**config.mk**
```make
export PLATFORM = sky130hd
export DESIGN_NAME = fetch_unit
export DESIGN_NICKNAME = d
export VERILOG_FILES = /design/src/rtl/fetch_unit_pkg.sv /design/src/rtl/fetch_unit_pc_reg.sv /design/src/rtl/fetch_unit.sv
export SDC_FILE = /design/constraint.sdc
export NUM_CORES = 1
export LEC_CHECK = 0
export CAP_MARGIN = 10
export CORE_MARGIN = 2
export CORE_UTILIZATION = 47
export DETAILED_ROUTE_END_ITERATION = 12
export PLACE_DENSITY = 0.88
export REMOVE_ABC_BUFFERS = 1
export SLEW_MARGIN = 20
export SYNTH_ARGS = -nofsm -noshare
export SYNTH_HDL_FRONTEND = slang
export SYNTH_SLANG_ARGS = --single-unit
```
**constraint.sdc**
```tcl
create_clock -name clk -period 2.9 [get_ports clk]
set_input_delay 0.29 -clock clk [delete_from_list [all_inputs] [get_ports clk]]
set_output_delay 0.29 -clock clk [all_outputs]
set_load 0.005 [all_outputs]
```
**src/rtl/fetch_unit_pkg.sv**
```systemverilog
// fetch_unit_pkg: fetch FSM state encodings and fetch-stage constants.
package fetch_unit_pkg;
  typedef enum logic [1:0] {
    FETCH_IDLE  = 2'd0,
    FETCH_REQ   = 2'd1,
    FETCH_VALID = 2'd2
  } fetch_state_t;
  localparam logic [2:0]  STAGE_FETCH = 3'd1;
  localparam logic [31:0] INSN_BYTES_DEF = 32'd4;
endpackage

```
**src/rtl/fetch_unit_pc_reg.sv**
```systemverilog
// fetch_unit_pc_reg: program counter with redirect/advance/hold mux and sticky misaligned flag.
module fetch_unit_pc_reg #(
  parameter logic [31:0] RESET_PC = 32'h0000_0000,
  parameter logic [31:0] INSN_BYTES = 32'd4
) (
  input  logic        clk,
  input  logic        reset,
  input  logic        redirect,
  input  logic        inc,
  input  logic [31:0] target,
  output logic [31:0] pc,
  output logic        misaligned
);
  always_ff @(posedge clk or negedge reset) begin
    if (!reset) begin
      pc <= RESET_PC;
      misaligned <= 1'b0;
    end else begin
      pc <= redirect ? {target[31:2], 2'b00} : inc ? pc + INSN_BYTES : pc;
      misaligned <= misaligned | (redirect & |target[1:0]);
    end
  end
endmodule

```
**src/rtl/fetch_unit.sv**
```systemverilog
// fetch_unit: instruction fetch stage (PC, imem request FSM, latched instruction).
// Optional FETCH_PERF_EN adds fetch_count_o/stall_count_o performance counters.
module fetch_unit
  import fetch_unit_pkg::*;
#(
  parameter logic [31:0] RESET_PC = 32'h0000_0000,
  parameter logic [31:0] INSN_BYTES = INSN_BYTES_DEF
) (
  input  logic        clk,
  input  logic        reset,
  input  logic [2:0]  stage_i,
  input  logic        pc_readin_i,
  input  logic        redirect_i,
  input  logic [31:0] redirect_pc_i,
  output logic        imem_req_o,
  output logic [31:0] imem_addr_o,
  input  logic        imem_ready_i,
  input  logic [31:0] imem_data_i,
  output logic [31:0] pc_o,
  output logic [31:0] instr_o,
  output logic        instr_valid_o,
  output logic        fetch_busy_o,
  output logic        misaligned_o
`ifdef FETCH_PERF_EN
  ,
  output logic [31:0] fetch_count_o,
  output logic [31:0] stall_count_o
`endif
);
  fetch_state_t state;

  fetch_unit_pc_reg #(.RESET_PC(RESET_PC), .INSN_BYTES(INSN_BYTES)) u_pc (
    .clk(clk),
    .reset(reset),
    .redirect(redirect_i),
    .inc(state == FETCH_VALID && pc_readin_i),
    .target(redirect_pc_i),
    .pc(pc_o),
    .misaligned(misaligned_o)
  );

  assign fetch_busy_o = state == FETCH_REQ;

  // A redirect abandons whatever is in flight, including a same-cycle ready.
  always_ff @(posedge clk or negedge reset) begin
    if (!reset) begin
      state <= FETCH_IDLE;
      imem_req_o <= 1'b0;
      imem_addr_o <= 32'h0;
      instr_o <= 32'h0;
      instr_valid_o <= 1'b0;
    end else if (redirect_i) begin
      state <= FETCH_IDLE;
      imem_req_o <= 1'b0;
      instr_valid_o <= 1'b0;
    end else begin
      case (state)
        FETCH_IDLE: if (stage_i == STAGE_FETCH) begin
          state <= FETCH_REQ;
          imem_addr_o <= pc_o;
          imem_req_o <= 1'b1;
        end
        FETCH_REQ: if (imem_ready_i) begin
          state <= FETCH_VALID;
          instr_o <= imem_data_i;
          instr_valid_o <= 1'b1;
          imem_req_o <= 1'b0;
        end
        FETCH_VALID: if (pc_readin_i) begin
          state <= FETCH_IDLE;
          instr_valid_o <= 1'b0;
        end
        default: state <= FETCH_IDLE;
      endcase
    end
  end

`ifdef FETCH_PERF_EN
  always_ff @(posedge clk or negedge reset) begin
    if (!reset) begin
      fetch_count_o <= 32'h0;
      stall_count_o <= 32'h0;
    end else begin
      fetch_count_o <= fetch_count_o + {31'h0, fetch_busy_o & imem_ready_i & ~redirect_i};
      stall_count_o <= stall_count_o + {31'h0, fetch_busy_o & ~imem_ready_i};
    end
  end
`endif
endmodule

```
==> metrics.md <==
| Metric | Value |
|---|---|
| Most used DFF post-synth | dfrtp_1 |
| Fillers | roughly 660 |
| Die span in x | between 100 and 150 um |
| Global route total overflow | 0 |
| Synthesized area | 4370 um2 |
| FMAX | 0.4429 GHz |
| Setup Skew | 14.60 ps |
| Slew @ Worst Pin | 547.2 ps |
| P_int | 2.791 mW |
| H-tree levels | 3 |
| Gate power share | 28.5% |
| Final setup viols | 0 |
| CP Launch Type | flip-flop |
| CTS Buf Count | 9 |
| Unrepaired setup endpoints after global routing | no |
| CP max-delay cell | or4_1 |
| Ratio of cells with drive above 1 in the final layout | approximately 17% |
| Largest net degree at the start of global routing | 58 |
| Antenna diodes | 0 |
| Critical Path Fanout Max | 15 |
| Final period util | 77.86% |
| DIE AREA | 10,090 um2 |
| Sw frac | 26.22% |
| Sequential power share | 48.1% |
| Setup bufs post-CTS | 0 |
| Final slew viol count | 0 |
| Hold/Removal Path Class | input port to asynchronous set/reset pin |
| Vias in the first global route | between 3,000 and 4,000 |
| Mean Syn Cell Area | 11.65 um2 |
| Worst path cell trace | nand4_2 > or4_1 > or4_1 > a31oi_1 |
| Number of synthesized flops with an enable pin | 0 |
| MaxCap Viol Count | 0 |
| Routed Antenna Nets | 0 |
| Initial antenna violation count | 0 |
| R2R Path Start | u_pc.pc[5]$_DFFE_PN0P_ |
| Leakage | 2.594 nW |
| DP HPWL | 8335 um |
| Final hold viol count | 0 |
| Nets@finish | approximately 600 |
| Gate Count Post-Synth | 375 |
| Clk sink count | 97 |
| Worst-path clk slew | 100 ps |
| Final core occ | 69.68% |
| Final wirelength | 11,130 um |
| Crit path largest cell delay | ~800 ps |
| Min Tclk post-route | 2258 ps |
| Psw | a little under 1 mW |
| R2r setup slk | between 600 and 700 ps |
| Core box area | 9109 um2 |
| Area grow syn2layout | 45.23% |
| Sequential-to-total area share from yosys stat | 55.54% |
| DR DRC count | 0 |
| All-Layer GR Usage | 22.55% |
| Status | finished, final reports clean |
| Largest delay share family, worst path | simple AND/OR/NAND/NOR gates |
| CP Capture Type | flip-flop |
| CTS Buffer Depth | 2 |
| Reg2reg end | u_pc.pc[14]$_DFFE_PN0P_ |
| Worst r2r path cells | 4 |
| Final GP Congestion | 0.8931 |
| Setup WS post-layout | 642.1 ps |
| Yosys warning count | 0 |
| CTS root buffer | clkbuf_8 |
| Wire length per cell | 17.01 um |
| Power share of the clock group | 23.4% |
| Crit path DAT | 2520 ps |
| First-pass GRT wire length | 17,780 um |
| DRT Pass-1 Iters | 4 |
| Worst slew margin | 63.18% |
| Peak VDD IR | just over 0.3 mV |
| Vias | 3,578 |
| CTS tree | built |
| #FFs+latches synth | 97 |
| CP dominant cell by count | or4_1 |
| Port bufs | around 170 |
| Setup TNS | 0 ps |
| Drt initial violations | 228 |
| Num rows | 35 |
| Starting Density | 47.98% |
| Critical Path RT | 3160 ps |
| Placement-stage worst setup slack | 387.6 ps |
| Async SR Flop Fraction | between 90% and 100% |
| I/O Pins | 172 |
| Via density | 5.471 |
| CP Buf/Inv Count | 0 |
| Post-synthesis cell type count | 42 |
| Die span in y | 100.4 um |
| Clock latency on the worst-skew pair | approximately 350 ps |
| Power per Cell Area | between 500 and 600 nW/um2 |
| Setup CP Type | flip-flop to flip-flop |
[metal layers]
layer / track usage (%) / wire length [um]
met5: 0 / 0
met4: 8.325 / 152
met1: 29.78 / 4751
met3: 4.526 / 712
met2: 37.02 / 5509
[what timing repair did]
item | CTS | global route
hold buffers | 1 | 0
hold endpoints to repair | 40 | 0
resized for setup | 0 | 0
endpoints found under the setup margin | 0 | 0
[layout by cell type, fill, tap and decap left out, types with 2 or more instances in the layout]
master           instances
clkdlybuf4s50_1        166
dfrtp_1                 97
mux2_2                  62
nand2_1                 27
nor2_1                  19
or4_1                   19
nand3_1                 17
a31oi_1                 14
o21ai_0                 13
o31ai_1                 13
clkbuf_8                 9
inv_1                    7
nand4_1                  7
buf_4                    7
a21oi_1                  6
or3_1                    5
o211ai_1                 5
xor2_1                   4
xnor2_1                  4
conb_1                   4
nor2b_1                  3
and3_1                   3
nor3_1                   3
and4_1                   2
or2_2                    2
clkinv_4                 2
[power groups by stage]
stage	sequential [mW]	combinational, mW	clock (mW)
after floorplan	1.84	0.297	0
after global placement	1.82	1.06	0
after detailed placement	1.85	1.09	0
after CTS	1.82	1.09	0.919
after global routing	1.86	1.16	0.974
final	1.82	1.08	0.885
[how the worst max path moves through the flow]
stage                                 startpoint                 endpoint  slack (ps)  cells past startpoint
final                     u_pc.pc[5]$_DFFE_PN0P_  u_pc.pc[14]$_DFFE_PN0P_         640                      4
after global routing      u_pc.pc[5]$_DFFE_PN0P_  u_pc.pc[14]$_DFFE_PN0P_         500                      4
after CTS                 u_pc.pc[5]$_DFFE_PN0P_  u_pc.pc[14]$_DFFE_PN0P_         630                      4
after detailed placement             pc_readin_i  u_pc.pc[14]$_DFFE_PN0P_         390                      5
after global placement               pc_readin_i  u_pc.pc[14]$_DFFE_PN0P_         460                      5
after floorplan             state[1]$_DFFE_PN0P_   instr_o[0]$_DFFE_PN0P_         290                      4
[cell usage after synthesis, types with 2 or more instances]
master | number | share of area [%]
dfrtp_1 | 97 | 56
mux2_2 | 62 | 16
nand2_1 | 27 | 2.3
nor2_1 | 20 | 1.7
or4_1 | 19 | 3.3
nand3_1 | 17 | 1.9
clkbuf_1 | 16 | 1.4
a31oi_1 | 14 | 2.0
o21ai_0 | 13 | 1.5
o31ai_1 | 13 | 2.2
inv_1 | 7 | 0.60
nand4_1 | 7 | 1.0
a21oi_1 | 6 | 0.69
o211ai_1 | 5 | 0.86
or3_1 | 5 | 0.72
buf_4 | 4 | 0.69
xnor2_1 | 4 | 0.80
xor2_1 | 4 | 0.80
and3_1 | 3 | 0.43
buf_1 | 3 | 0.26
nor2b_1 | 3 | 0.43
nor3_1 | 3 | 0.34
and4_1 | 2 | 0.40
buf_2 | 2 | 0.23
or2_2 | 2 | 0.29
[registers in the layout, summed over array words and instances, names as in the netlist]
| signal | flops |
|---|---|
| instr_o | 32 |
| imem_addr_o | 30 |
| u_pc.pc | 30 |
| state | 2 |
| imem_req_o | 1 |
| instr_valid_o | 1 |
| u_pc.misaligned | 1 |
[worst register-to-register path, delay by kind of cell (launching register included)]
kind	cells	cell delay, ps
AO/OA/AOI/OAI	1	190
flip-flops	1	500
AND/OR/NAND/NOR	3	1490
[per-stage QoR]
stage / power, mW / area, um2 / instances / hold slack [ps]
after floorplan: 2.134 / 4259 / 352 / -5.591
after global placement: 2.881 / 6135 / 637 / 313.9
after detailed placement: 2.940 / 6135 / 637 / 321.1
after CTS: 3.835 / 6347 / 654 / 468.1
after global routing: 3.995 / 6347 / 654 / 481.1
final: 3.783 / 6347 / 654 / 455.9
[logic make-up after synthesis]
group	Yosys count	share of synthesized area, %
simple gates	116	14.77
flops	97	55.54
mux	63	16.20
compound gates	55	8.016
buf+inv	34	3.493
xor+xnor	8	1.603
fa+ha+maj	1	0.2862
other cells	1	0.08580
[final cells by class]
type	count	area [um2]	area share, %
Tap cell	111	138.9	2.188
Sequential cell	97	2427	38.24
Inverter	8	30.03	0.4731
Timing Repair Buffer	175	1744	27.48
Multi-Input combinational cell	247	1804	28.42
Clock inverter	6	75.07	1.183
Clock buffer	10	127.6	2.011
Power figures use the tool's default switching activity.
